## config.mk

```make
export PLATFORM = sky130hd
export DESIGN_NAME = wb_scoreboard
export DESIGN_NICKNAME = d
export VERILOG_FILES = /design/src/rtl/wb_scoreboard_pkg.sv /design/src/rtl/wb_scoreboard_match.sv /design/src/rtl/wb_scoreboard.sv
export SDC_FILE = /design/constraint.sdc
export NUM_CORES = 1
export LEC_CHECK = 0
export ABC_AREA = 1
export BUFFER_PORTS_ARGS = -buffer_cell sky130_fd_sc_hd__buf_2
export CAP_MARGIN = 25
export CORE_UTILIZATION = 40
export DETAILED_ROUTE_END_ITERATION = 10
export HOLD_SLACK_MARGIN = 0.03
export PLACE_DENSITY = 0.62
export SYNTH_ARGS = -nofsm -noshare
export SYNTH_HDL_FRONTEND = slang
export SYNTH_HIERARCHICAL = 1
export SYNTH_SLANG_ARGS = --single-unit
export TNS_END_PERCENT = 10
```

## constraint.sdc

```tcl
create_clock -name clk -period 2.2 [get_ports clk]
set_input_delay 0.11 -clock clk [delete_from_list [all_inputs] [get_ports clk]]
set_output_delay 0.11 -clock clk [all_outputs]
set_load 0.01 [all_outputs]
```

## src/rtl/wb_scoreboard_pkg.sv

```systemverilog
// wb_scoreboard_pkg: shared forward codes, read-select codes and register index width
package wb_scoreboard_pkg;
  localparam int REG_W = 5;
  localparam logic [1:0] FWD_RF    = 2'b00;
  localparam logic [1:0] FWD_EXMEM = 2'b01;
  localparam logic [1:0] FWD_MEMWB = 2'b10;
  localparam logic [1:0] FWD_WB    = 2'b11;
  localparam logic [1:0] RA_RSRT   = 2'b00;
  localparam logic [1:0] RA_RS     = 2'b01;
  localparam logic [1:0] RA_RT     = 2'b11;
  localparam logic [1:0] RA_NONE   = 2'b10;
endpackage

```

## src/rtl/wb_scoreboard_match.sv

```systemverilog
// sb_match: hit when a used source reads the live destination of one in-flight entry
module sb_match #(
  parameter int REG_W = 5
) (
  input  logic             v,
  input  logic [REG_W-1:0] wd,
  input  logic [REG_W-1:0] src,
  input  logic             en,
  output logic             hit
);
  assign hit = en & v & (|wd) & (wd == src);
endmodule

```

## src/rtl/wb_scoreboard.sv

```systemverilog
// wb_scoreboard: load-use stall and registered EX forward selects for the 5-stage pipeline.
// Defining WB_SCOREBOARD_WB_BYPASS_EN adds the WB entry as a lowest-priority bypass source.
module wb_scoreboard #(
  parameter int REG_W = wb_scoreboard_pkg::REG_W
) (
  input  logic             clk,
  input  logic             rst,
  input  logic             id_valid,
  input  logic [REG_W-1:0] id_rs,
  input  logic [REG_W-1:0] id_rt,
  input  logic [1:0]       id_ra_sel,
  input  logic             id_wr_en,
  input  logic [REG_W-1:0] id_wd,
  input  logic             id_is_load,
  input  logic             flush,
  output logic             stall,
  output logic [1:0]       fwd_a,
  output logic [1:0]       fwd_b,
  output logic [15:0]      stall_cnt
);
  import wb_scoreboard_pkg::*;
  typedef struct packed {
    logic             v;
    logic [REG_W-1:0] wd;
    logic             ld;
  } entry_t;
  entry_t ex, mem, wb;
  logic use_rs, use_rt, ex_rs, ex_rt, mem_rs, mem_rt, wb_rs, wb_rt, kill, unused_wb;
  logic [1:0] fa_d, fb_d;
  assign use_rs = id_valid & (id_ra_sel == RA_RSRT | id_ra_sel == RA_RS);
  assign use_rt = id_valid & (id_ra_sel == RA_RSRT | id_ra_sel == RA_RT);
  sb_match #(.REG_W(REG_W)) m_ex_rs  (.v(ex.v),  .wd(ex.wd),  .src(id_rs), .en(use_rs), .hit(ex_rs));
  sb_match #(.REG_W(REG_W)) m_ex_rt  (.v(ex.v),  .wd(ex.wd),  .src(id_rt), .en(use_rt), .hit(ex_rt));
  sb_match #(.REG_W(REG_W)) m_mem_rs (.v(mem.v), .wd(mem.wd), .src(id_rs), .en(use_rs), .hit(mem_rs));
  sb_match #(.REG_W(REG_W)) m_mem_rt (.v(mem.v), .wd(mem.wd), .src(id_rt), .en(use_rt), .hit(mem_rt));
`ifdef WB_SCOREBOARD_WB_BYPASS_EN
  sb_match #(.REG_W(REG_W)) m_wb_rs  (.v(wb.v),  .wd(wb.wd),  .src(id_rs), .en(use_rs), .hit(wb_rs));
  sb_match #(.REG_W(REG_W)) m_wb_rt  (.v(wb.v),  .wd(wb.wd),  .src(id_rt), .en(use_rt), .hit(wb_rt));
  assign unused_wb = mem.ld ^ wb.ld;
`else
  assign wb_rs = 1'b0;
  assign wb_rt = 1'b0;
  assign unused_wb = ^{mem.ld, wb};
`endif
  // only a load still in EX cannot forward in time; everything later is bypassed
  assign stall = ex.ld & (ex_rs | ex_rt);
  assign kill  = stall | flush;
  assign fa_d  = kill ? FWD_RF : ex_rs ? FWD_EXMEM : mem_rs ? FWD_MEMWB : wb_rs ? FWD_WB : FWD_RF;
  assign fb_d  = kill ? FWD_RF : ex_rt ? FWD_EXMEM : mem_rt ? FWD_MEMWB : wb_rt ? FWD_WB : FWD_RF;
  always_ff @(posedge clk) begin
    if (rst) begin
      ex        <= '0;
      mem       <= '0;
      wb        <= '0;
      fwd_a     <= FWD_RF;
      fwd_b     <= FWD_RF;
      stall_cnt <= '0;
    end else begin
      wb    <= mem;
      mem   <= ex;
      ex    <= kill ? '0 : {id_valid & id_wr_en, id_wd, id_is_load};
      fwd_a <= fa_d;
      fwd_b <= fb_d;
      if (stall & ~flush & ~&stall_cnt) stall_cnt <= stall_cnt + 16'd1;
    end
  end
endmodule

```

; ---- Word level (Yosys, flattened, before mapping)
; Cells that the tools add are included.
[totals]
regBits = 33
wordCells = 52
[op_classes]
n_reduce_logical = 8
bitwise = 23
muxes = 4
eq_ne = 6
addsub = 1
[op_table]
columns = cell, n
row1 = $eq A5 B5 Y1, 4
row2 = $and A1 B1 Y1, 18
row3 = $add A16 B1 Y16 const B, 1
row4 = $reduce_and A16 Y1, 1
row5 = $reduce_or A5 Y1, 2
row6 = $reduce_or A3 Y1, 2
row7 = $mux W2, 2
row8 = $or A1 B1 Y1, 4
row9 = $eq A2 B1 Y1 const B, 1
row10 = $eq A2 B2 Y1 const B, 1
row11 = $logic_not A2 Y1, 1
row12 = $mux W1, 2
row13 = $reduce_or A2 Y1, 1
row14 = $logic_not A1 Y1, 1
row15 = $not A1 Y1, 1

; ---- Logic depth before layout (Yosys ltp)
; Gate-level depths: netlist of run 1.
[logic_depth]
ltp_word = 10
depth_mapped = 16

; ---- Cells and area by module
; The synthesis of run 1 kept the hierarchy.
[by_module_without_submodules]
columns = mod, area_per_inst_um2, cells_per_inst, seq_area_each_um2, n_inst
row1 = wb_scoreboard, 1591.5, 230, 660.6, 1
row2 = sb_match, 123.9, 32, 0.0, 4

; ---- Least setup slack after synthesis of run 1
; OpenSTA, ideal clock, no wires.
[synth_path]
path_type = in2reg
start = input port id_ra_sel[0]
end = register stall_cnt[15]
n_path_buf = 0
t_arrival_ps = 1610
required_time_ps = 2087
path_slack_ps = 477
cell_stages = 14
path_cell_list = inv_1 ha_1 nor2_1 inv_1 nor2_1 nand3_1 nor2_1 nor2_1 nor2_4 nand2_1 nor2_1 nand2_1 nor2_1 nor2_1
[synth_via]
elab_chain_len = 10
word_cells_on_any_way = 17
cone_classes = eq/ne: 2 / bitwise: 14 / reduce/logical: 1
[synth_lines]
columns = item, line_no
row1 = start: declaration, wb_scoreboard.sv:11  ; input logic [1:0] id_ra_sel,
row2 = $eq A2 B2 Y1 or $logic_not A2 Y1 (tied branches), wb_scoreboard.sv:31  ; assign use_rt = id_valid & (id_ra_sel == RA_RSRT | id_ra_sel == RA_RT);
row3 = $or A1 B1 Y1 (*), wb_scoreboard.sv:31
row4 = $and A1 B1 Y1 (*), wb_scoreboard.sv:31
row5 = named net use_rt, wb_scoreboard.sv:28  ; logic use_rs, use_rt, ex_rs, ex_rt, mem_rs, mem_rt, wb_rs, wb_rt, kill, unused_wb;
row6 = $and A1 B1 Y1 (*) (3 in a row), wb_scoreboard_match.sv:11  ; assign hit = en & v & (|wd) & (wd == src);
row7 = named net ex_rt, wb_scoreboard.sv:28
row8 = $or A1 B1 Y1 (*), wb_scoreboard.sv:46  ; assign stall = ex.ld & (ex_rs | ex_rt);
row9 = $and A1 B1 Y1 (*), wb_scoreboard.sv:46
row10 = named net stall, wb_scoreboard.sv:16  ; output logic stall,
row11 = $and A1 B1 Y1 (*) (2 in a row), wb_scoreboard.sv:64  ; if (stall & ~flush & ~&stall_cnt) stall_cnt <= stall_cnt + 16'd1;
row12 = end signal: assignment, wb_scoreboard.sv:64
row13 = end: declaration, wb_scoreboard.sv:19  ; output logic [15:0] stall_cnt
; Mark *: on every way through the listed nets, which the timed path passes. The rest lies on a longest branch.
; A chain may end at the register's enable or synchronous reset.

; ---- Worst setup path after layout of run 1
[layout_path]
start = register ex[3] (netlist bit)
end = register stall_cnt[15]
[layout_via]
elab_chain_len = 7
word_cells_on_any_way = 11
cone_classes = eq/ne: 2 / bitwise: 8 / reduce/logical: 1
[layout_lines]
columns = item, line_no
row1 = start: declaration, wb_scoreboard.sv:27  ; entry_t ex, mem, wb;
row2 = start signal: assignment, wb_scoreboard.sv:61  ; ex <= kill ? '0 : {id_valid & id_wr_en, id_wd, id_is_load};
row3 = $reduce_or A5 Y1, wb_scoreboard_match.sv:11
row4 = $and A1 B1 Y1, wb_scoreboard_match.sv:11
row5 = $and A1 B1 Y1 (*), wb_scoreboard_match.sv:11
row6 = named net ex_rs, wb_scoreboard.sv:28
row7 = $or A1 B1 Y1 (*), wb_scoreboard.sv:46
row8 = $and A1 B1 Y1 (*), wb_scoreboard.sv:46
row9 = $and A1 B1 Y1 (*) (2 in a row), wb_scoreboard.sv:64
; Marked as above.

==> metrics, run 1 <==
status finished clean; DIE AREA 5510 sq um; switching pwr slightly above 300 uW; Setup crit end kind register; Root Buffer clkbuf_8; P_int 1.022 mW; CTS buffer count 5; Worst Min Path Start id_wd[3]; largest family of logic cells by synthesized area simple AND/OR/NAND/NOR gates; Least-Margin Pin Slew 400.0 ps; H-tree Lvls 2; initial core utilization 42.77%; Chip Width 74.23 microns; setup TNS 0 ps; CTS clk-pin slew, worst paths around 70 ps; post-CTS setup buffers 0; sw frac 22.89%; Layout Cells excl Fill 477; cell taking the most area after synthesis dfxtp_1; worst skew pair latency 290 ps; crit path max-delay cell type dfxtp_1; Cell Area, Synth 2087 sq um; Worst Setup SP ex[3]; post-synthesis cell count around 360; combinational power share 8.5%; WL final approximately 4800 microns; top cell type's share of synthesized area 31.65%; Fmax achieved 0.5043 GHz; count of pins over their slew limit 0; Post-Synth XOR/XNOR Area 0.4197%; clk_skew between 3 and 4 ps; RSZ-0062 raised after global routing false; met3 WL 187 microns; Reg2Reg Setup Slack 220 ps; critical path class register to register; CP delay by family, top simple AND/OR/NAND/NOR gates; met1 wire length 2513 microns; largest net degree at the start of global routing 14; CP Max Fanout 7; Post-synth ARST share 0%; chip height between 70 and 80 microns; number of synthesized register bits 33; Final GP Congestion a little under 0.9; relative slew slack approximately three quarters; Mean Syn Cell Area 5.830 sq um; share of power burned in registers 46.4%; Syn-to-layout area delta 20.92%; CP Launch Type register; power per cell area 525.2 nW/um^2; final hold slack ~30 ps; final period utilization 90.14%; highest routed layer met4; most repeated library cell on the critical path nor2_1; Synth Flop Type dfxtp_1; vias per cell 4.340; synth unique cells 21; max cap viols 0; register area 661.9 sq um; Remaining Overflow, GRT 0; Arr. time, crit path 2170 ps; initial antenna violation count 0; class of the worst hold path input pin to register; Nets 435; Fin. Hold Viols 0; CTS tree done; mux share of post-synthesis cell area 0%; share of layout cells above drive strength 1 17.32%; Synth Area in Compound Gates approximately 4.9%; cells along the critical path inv_1 -> nand2_1 -> nand2_1 -> nor2_1 -> nand3_1 -> nor2_1 -> nor2_1 -> nor2_4 -> nand2_1 -> nor2_1 -> nand2_1 -> nor2_1 -> nor2_1; 1st-pass router iterations 4; Simple-Gate Fraction of Synth Area 45.92%; I/O pin count 44; main area contributors after synthesis dfxtp_1 (32%), nand2_1 (18%), inv_1 (14%); Routed WL per cell slightly above 10 microns; count leader, synth nand2_1; Buf+Inv Stages, Crit Path 1; port bufs between 40 and 50; Crit path largest cell delay 460 ps; Vias 2070; Synth Area in Adders 1.799%; core area 4880 sq um; VDD IR max 342.1 uV; DRC Markers 0; total clock sinks 33; Critical Path RT 2390 ps; cell row count 25; post-DP HPWL 3773 microns; sequential element share of the synthesized area 31.65%; Post-synth top cells nand2_1 (102), inv_1 (77), nor2_1 (76), dfxtp_1 (33), nand3_1 (20); Reg-to-Reg Start ex[3]; Cells after DPL 465; ANT cells 0; first-pass GRT wire length 8176 microns; Clk pwr share about 45%; Met2 Wirelength 2035 microns; number of global-route vias before repair between 1500 and 2000; Initial DRC Count between 100 and 150; global-route total usage across every layer 19.61%; Final setup viols 0; post-layout min period around 2000 ps; Routed Antenna Nets 0; # fillers between 500 and 600; CTS max path bufs 2; yosys warns 6; total leakage power 1.279 nW; multi-input logic area 1106 sq um; Syn Nets between 300 and 400; Post-synth EDFFs 0
==> what timing repair did <==
action,4_1_cts,5_1_grt
setup endpoints to repair,0,5
endpoints found under the hold margin,4,0
resized for setup,0,1
hold buffers,4,0
==> worst paths after layout <==
kind	end	depth (start not counted)
hold / removal	ex[4]	3
setup / recovery	stall_cnt[15]	13
setup reg to reg	stall_cnt[15]	13
hold reg to reg	mem[6]	2
==> power groups by stage <==
stage,Combinational (mW),Clock (mW),Sequential [mW]
5_1_grt,0.134,0.640,0.616
4_1_cts,0.114,0.610,0.615
6_report,0.113,0.597,0.615
3_3_place_gp,0.107,0,0.629
3_5_place_dp,0.108,0,0.629
2_1_floorplan,0.0708,0,0.625
==> layer usage <==
layer | global-route usage, % | vias up
li1 | - | 1157
met1 | 27.93 | 870
met2 | 29.09 | 36
met3 | 4.336 | 7
met4 | 6.918 | 0
met5 | 0 | -
==> final cells by class <==
type,instances,area share (%)
multi-input combinational,244,43.83
sequential,33,26.23
inverter,77,11.45
timing repair buffer,48,10.41
tap,67,3.322
clock buffer,6,3.272
clock inverter,2,1.487
==> state kept, by name (all words and copies together) (netlist names) <==
register and cells:
mem 6, ex 7, fwd_a 2, stall_cnt 16
fwd_b 2
==> tightest hold or removal path, stage by stage <==
cell	delay, ps
buf_2	90
inv_1	40
nor2_1	40
==> cell families (layout without fill, tap and decap cells) <==
logic type	count (synthesis)	in the layout
simple gates	222	222
xor+xnor	1	1
fa+ha+maj	3	3
compound gates	18	18
buf+inv	81	133
flops	33	33
==> through the flow <==
stage | power (mW) | worst slack, ps | cell area (sq um) | utilization (%)
after floorplan | 0.6959 | 477.3 | 2087 | -
after global placement | 0.7360 | 236.4 | 2362 | 48.41
after detailed placement | 0.7371 | 182.0 | 2362 | 48.41
after CTS | 1.339 | 184.5 | 2522 | 51.69
after global routing | 1.391 | 7.572 | 2524 | 51.72
final | 1.326 | 217.0 | 2524 | 51.72
==> placed cells by master, fill, tap and decap left out, types with 5 or more instances in the layout <==
cell type  Yosys  final
buf_2          1     43
nand2_1      102    102
inv_1         77     77
a21oi_1       13     13
clkbuf_8       0      6
nor2_1        76     76
nand3_1       20     20
nor2_4         5      5
dfxtp_1       33     32
nand2_2        5      5
Power figures use the tool's default switching activity.
==> inputs of run 2 (changes only) <==
SYNTH_HIERARCHICAL = unset   (was 1)
==> run 2 against run 1 <==
Flip-flop and latch count unchanged. Via count is 2.2% lower. Synthesized cell count fell by 12%. Final area decreased by 4.5%. First-iteration DRC count is 8.0% higher. Clock skew is 8.6 ps higher. Cell count decreased by 9.6%. Utilization is 1.3 points lower.
==> metrics, run 2 <==
cells along the critical path inv_1 -> nand2_1 -> nand4_1 -> nor4_2 -> nor2_1 -> nor2_1 -> buf_2; Clk pwr share 38.7% (-6.3 points); chip height 72.99 microns (-1.7%); relative slew slack 66.17% (-7.1 points); share of power burned in registers 50.6% (+4.2 points); switching pwr 314.3 uW (+3.6%); main area contributors after synthesis dfxtp_1 (33%), nand2_1 (13%), inv_1 (11%); class of the worst hold path input pin to register; Fmax achieved 0.5272 GHz (+4.5%); max FFs per register 16 (unchanged); WL final 4780 microns (-0.46%); Chip Width 72.99 microns (-1.7%); CTS clk-pin slew, worst paths 60 ps (about the same); Initial DRC Count 121 (+8.0%); I/O pin count 44 (unchanged); CTS Hold Buffers Added 2 (-2); initial antenna violation count 0 (unchanged); worst skew pair latency 290 ps (about the same); initial core utilization 42.12% (-0.65 points); Post-synth ARST share 0% (unchanged); total clock sinks 33 (unchanged); crit path max-delay cell type nor4_2; total leakage power 1.208 nW (-5.6%); Setup crit end kind output port; final period utilization 86.22% (-3.9 points); Remaining Overflow, GRT 0 (unchanged); Syn-to-layout area delta 19.62%; 1st-pass router iterations 4 (unchanged); critical path class register to output port; count leader, synth nand2_1; setup TNS 0 ps (unchanged); Mean Syn Cell Area 6.399 sq um (+9.8%); max cap viols 0 (unchanged); Final Instance Area 2411 sq um (-4.5%); clk_skew 11.70 ps (+8.572 ps); H-tree Lvls 2 (unchanged); Power Total 1.217 mW (-8.2%); Routed WL per cell 11.09 microns (+10%); ANT cells 0 (unchanged); core area 4786 sq um (-1.9%); Cell Area, Synth 2016 sq um (-3.4%); number of global-route vias before repair 1848 (+2.5%); port bufs 43 (unchanged); top cell type's share of synthesized area 32.77% (+1.1 points); sw frac 25.82% (+2.9 points); power per cell area 504.9 nW/um^2 (-3.9%); Fin. Hold Viols 0 (unchanged); Reg with most FFs stall_cnt; CTS max path bufs 2 (unchanged); Syn Nets 341 (-11%); most common cell after layout, fill and taps aside nand2_1; Final setup viols 0 (unchanged); largest net degree at the start of global routing 19 (+5); Least-Margin Pin Slew 504.3 ps (+104.3 ps); first-pass GRT wire length 8259 microns (+1.0%); number of synthesized register bits 33 (unchanged); VDD IR max 270.2 uV (-21%); Synth Flop Type dfxtp_1; CTS resizes 0 (unchanged); post-CTS setup buffers 0 (unchanged); combinational power share 10.6% (+2.1 points); Arr. time, crit path 1790 ps (-380 ps); CP Max Fanout 5 (-2); most frequent cells in the layout nand2_1 (68), inv_1 (60), nor2_1 (57), buf_2 (43), dfxtp_1 (33); post-DP HPWL 3741 microns (-0.86%); Final GP Congestion 0.9385 (+7.7%); yosys warns 0 (-6); post-layout min period 1897 ps (-86.12 ps); cell taking the most area after synthesis dfxtp_1; synth unique cells 33 (+57%); P_int 903.0 uW (-12%); largest registers stall_cnt (16), ex (7), mem (6); Nets 390 (-10%); vias per cell 4.698 (+8.3%); Reg2Reg Setup Slack 520 ps (+300 ps); status finished clean; Routed Antenna Nets 0 (unchanged); DRC Markers 0 (unchanged); Root Buffer clkbuf_8; Vias 2025 (-2.2%); Critical Path RT 2090 ps (-300 ps); global-route total usage across every layer 20.14% (+0.53 points); RSZ-0062 raised after global routing false; most repeated library cell on the critical path nor2_1; Post-synth top cells nand2_1 (68), inv_1 (60), nor2_1 (57), dfxtp_1 (33), nand4_1 (14); # fillers 538 (+0.56%); share of layout cells above drive strength 1 20.33% (+3.0 points); Crit path largest cell delay 470 ps (about the same); DIE AREA 5327 sq um (-3.3%); dpl cell area 2301 sq um (-2.6%); CTS tree done; CP Launch Type register; CTS buffer count 5 (unchanged); post-synthesis cell count 315 (-12%); Post-synth EDFFs 0 (unchanged); Finished Core Util 50.38% (-1.3 points); count of pins over their slew limit 0 (unchanged); cell row count 25 (unchanged); sequential element share of the synthesized area 32.77% (+1.1 points)
==> run 2: changes by cell type after synthesis, sizes merged, moves of 3 or more <==
cell,previous run,this run
a21oi,13,8
inv,77,64
nand2,108,73
nand3,23,14
nand4,4,16
nor2,84,62
o21ai,5,12
o21bai,0,3
xnor2,1,5
xor2,0,4
==> run 2: logic make-up after synthesis <==
logic type / count (synthesis) / synth area share [%]
flops: 33 / 32.77
compound gates: 28 / 8.008
fa+ha+maj: 3 / 1.862
xor+xnor: 9 / 3.910
simple gates: 174 / 40.66
buf+inv: 68 / 12.79
==> run 2: path summary, 6_finish.rpt <==
| check | startpoint | endpoint | depth (start not counted) |
|---|---|---|---|
| worst max-delay path | ex[4] | stall | 7 |
| worst min-delay path | id_is_load | ex[0] | 3 |
| worst max register to register | stall_cnt[0] | stall_cnt[3] | 9 |
| worst min register to register | ex[1] | mem[1] | 2 |
==> run 2: per-stage QoR <==
stage                     hold slack (ps)  cells  setup slack, ps
after floorplan                     182.4    315            701.3
after global placement              329.5    422            542.9
after detailed placement            328.9    422            518.1
after CTS                           31.31    431            288.6
after global routing                41.93    431            121.2
final                               40.21    431            303.1
==> run 2: power groups by stage <==
stage | Sequential, mW | Clock (mW) | Combinational [mW]
2_1_floorplan | 0.625 | 0 | 0.0835
3_5_place_dp | 0.630 | 0 | 0.126
5_1_grt | 0.617 | 0.504 | 0.146
3_3_place_gp | 0.630 | 0 | 0.125
6_report | 0.616 | 0.472 | 0.130
4_1_cts | 0.616 | 0.487 | 0.129
==> run 2: metal layers <==
metal | up-vias | share of wire (%) | track usage, %
li1 | 1073 | - | -
met3 | 4 | 4.1 | 4.282
met1 | 910 | 51 | 27.73
met2 | 38 | 44 | 31.28
met4 | 0 | 0.61 | 6.536
met5 | - | 0 | 0
==> run 2: layout make-up <==
class,count,area [sq um],area share [%]
Tap cell,67,83.83,3.477
Clock buffer,6,82.58,3.425
Clock inverter,1,7.507,0.3114
Sequential cell,33,660.6,27.40
Timing Repair Buffer,45,235.2,9.756
Multi-Input combinational cell,214,1097,45.51
Inverter,65,244.0,10.12
==> run 2: worst max-delay path, delay by kind of cell (launching register included) <==
family,cells,cell delay [ps]
flops,1,410
simple gates,5,820
buf+inv,2,270
==> inputs of run 3 (changes only) <==
ABC_AREA = unset   (was 1)
PLACE_DENSITY = 0.63   (was 0.62)
==> run 3 against run 2 <==
Via count shrank 26%. Total power down 2.6%. Clock skew decreased by 1.7 ps. Largest power group unchanged.
==> metrics, run 3 <==
Final GP Congestion 0.9160 (-2.4%); Chip Width 67.75 microns (-7.2%); ANT cells 0 (unchanged); yosys warns 0 (unchanged); Mean Syn Cell Area 8.959 sq um (+40%); WL final 3623 microns (-24%); Least-Margin Pin Slew 505.4 ps (+1.074 ps); total leakage power 0.9243 nW (-23%); Remaining Overflow, GRT 0 (unchanged); max FFs per register 16 (unchanged); largest net degree at the start of global routing 29 (+10); number of synthesized register bits 33 (unchanged); post-synthesis cell count 193 (-39%); final period utilization 91.05% (+4.8 points); global-route total usage across every layer 18.09% (-2.1 points); Power Total 1.186 mW (-2.6%); Setup crit end kind register; number of global-route vias before repair 1342 (-27%); CP Max Fanout 13 (+8); total clock sinks 33 (unchanged); R2R depth 7 (-2); CTS tree done; Routed Antenna Nets 0 (unchanged); cell taking the most area after synthesis dfxtp_1; main area contributors after synthesis dfxtp_1 (38%), xor2_1 (7.1%), nor2_1 (4.1%); CTS max path bufs 2 (unchanged); post-layout min period 2003 ps (+106.3 ps); Worst Hold End ex[5]; worst skew pair latency 290 ps (about the same); CP Launch Type register; initial core utilization 42.31% (+0.20 points); VDD IR max 265.0 uV (-1.9%); share of layout cells above drive strength 1 28.74% (+8.4 points); CTS clk-pin slew, worst paths 70 ps (about the same); Critical Path RT 2380 ps (+290 ps); # fillers 417 (-22%); most common cell after layout, fill and taps aside buf_2; DIE AREA 4590 sq um (-14%); chip height 67.75 microns (-7.2%); Post-synth EDFFs 0 (unchanged); post-DP HPWL 2780 microns (-26%); Nets 272 (-30%); Final setup viols 0 (unchanged); status finished clean; core area 4086 sq um (-15%); largest registers stall_cnt (16), ex (7), mem (6); power per cell area 551.8 nW/um^2 (+9.3%); cell row count 23 (-8.0%); Synth Flop Type dfxtp_1; Initial DRC Count 90 (-26%); clk_skew 10.02 ps (-1.679 ps); relative slew slack 66.31% (+0.14 points); post-CTS setup buffers 0 (unchanged); Arr. time, crit path 2190 ps (+400 ps); first-pass GRT wire length 6141 microns (-26%); sequential element share of the synthesized area 38.21% (+5.4 points); Fmax achieved 0.4992 GHz (-5.3%); most frequent cells in the layout buf_2 (43), dfxtp_1 (33), nor2_1 (19), xor2_1 (14), nand3_1 (11); DRC Markers 0 (unchanged); Syn Nets 219 (-36%); Routed WL per cell 12.20 microns (+10%); port bufs 43 (unchanged); hold path cells 2 (-1); Root Buffer clkbuf_8; I/O pin count 44 (unchanged); CTS buffer count 5 (unchanged); count of pins over their slew limit 0 (unchanged); RSZ-0062 raised after global routing false; synth unique cells 43 (+30%); Fin. Hold Viols 0 (unchanged); critical path class register to register; Syn-to-layout area delta 24.24%; met3 WL 169 microns (-14%); Reg with most FFs stall_cnt; count leader, synth dfxtp_1; top cell type's share of synthesized area 38.21% (+5.4 points); initial antenna violation count 0 (unchanged); Post-synth top cells dfxtp_1 (33), nor2_1 (19), xor2_1 (14), nand3_1 (11); highest routed layer met4; class of the worst hold path input pin to register; Cell Area, Synth 1729 sq um (-14%); setup TNS 0 ps (unchanged); Reg2Reg Setup Slack 200 ps (-320 ps); Worst Min Path Start id_wd[4]; register area 660.6 sq um (unchanged); Met2 Wirelength 1553 microns (-27%); vias per cell 5.047 (+7.4%); CTS resizes 0 (unchanged); Reg-to-Reg Start ex[1]; max cap viols 0 (unchanged); Vias 1499 (-26%); met1 wire length 1864 microns (-23%); Post-synth ARST share 0% (unchanged); 1st-pass router iterations 5 (+1); H-tree Lvls 2 (unchanged); multi-input logic area 1003 sq um (-8.6%); worst r2r dst stall_cnt[6]
==> run 3: per-layer routing <==
metal	up-vias	GRT usage, %
met5	-	0
li1	788	-
met4	0	4.255
met1	666	25.96
met3	4	5.574
met2	41	25.87
==> run 3: worst max-delay path, cell delays in order, from the launching register on <==
cell	delay (ps)
dfxtp_1	350
or4_4	560
o211ai_4	230
or2_2	180
a211oi_2	50
buf_4	180
and3_1	190
o21ba_1	160
==> run 3: cells by family after synthesis <==
kind of cell	synth area share, %
simple gates	28.73
buf+inv	3.763
compound gates	13.46
fa+ha+maj	2.171
flops	38.21
xor+xnor	11.14
mux	2.532
==> run 3: power by group <==
part | switching [mW] | internal [mW] | total (mW)
Combinational | 0.0473 | 0.0487 | 0.0961
Sequential | 0.00971 | 0.605 | 0.615
Clock | 0.222 | 0.253 | 0.475
Total | 0.279 | 0.907 | 1.19
==> run 3: repair_timing <==
action                     in CTS  in global routing
setup endpoints to repair       0                  0
hold endpoints to repair        5                  0
hold buffers                    5                  0
==> run 3: area by class of cell <==
class / instances / area share (%)
clock buffer: 6 / 3.844
clock inverter: 2 / 0.6407
inverter: 10 / 1.747
multi-input combinational: 145 / 46.71
sequential: 33 / 30.75
tap: 50 / 2.912
timing repair buffer: 51 / 13.40
==> run 3: worst max path at each step <==
stage,from,to,slack (ps),depth (start not counted)
after global placement,ex[4],stall_cnt[6],250,7
after floorplan,stall_cnt[0],stall_cnt[5],300,8
after detailed placement,ex[1],stall_cnt[6],220,7
after CTS,ex[1],stall_cnt[6],200,7
after global routing,stall_cnt[0],stall_cnt[2],110,8
final,ex[1],stall_cnt[6],200,7
==> run 3: stage by stage <==
step	setup WS, ps	instances	hold WS [ps]	instance area [sq um]	util, %
after floorplan	298.3	193	231.7	1729	-
after global placement	245.1	284	309.9	2002	48.99
after detailed placement	216.0	284	313.1	2002	48.99
after CTS	200.9	297	39.66	2148	52.57
after global routing	109.1	297	40.75	2148	52.57
final	196.8	297	35.57	2148	52.57
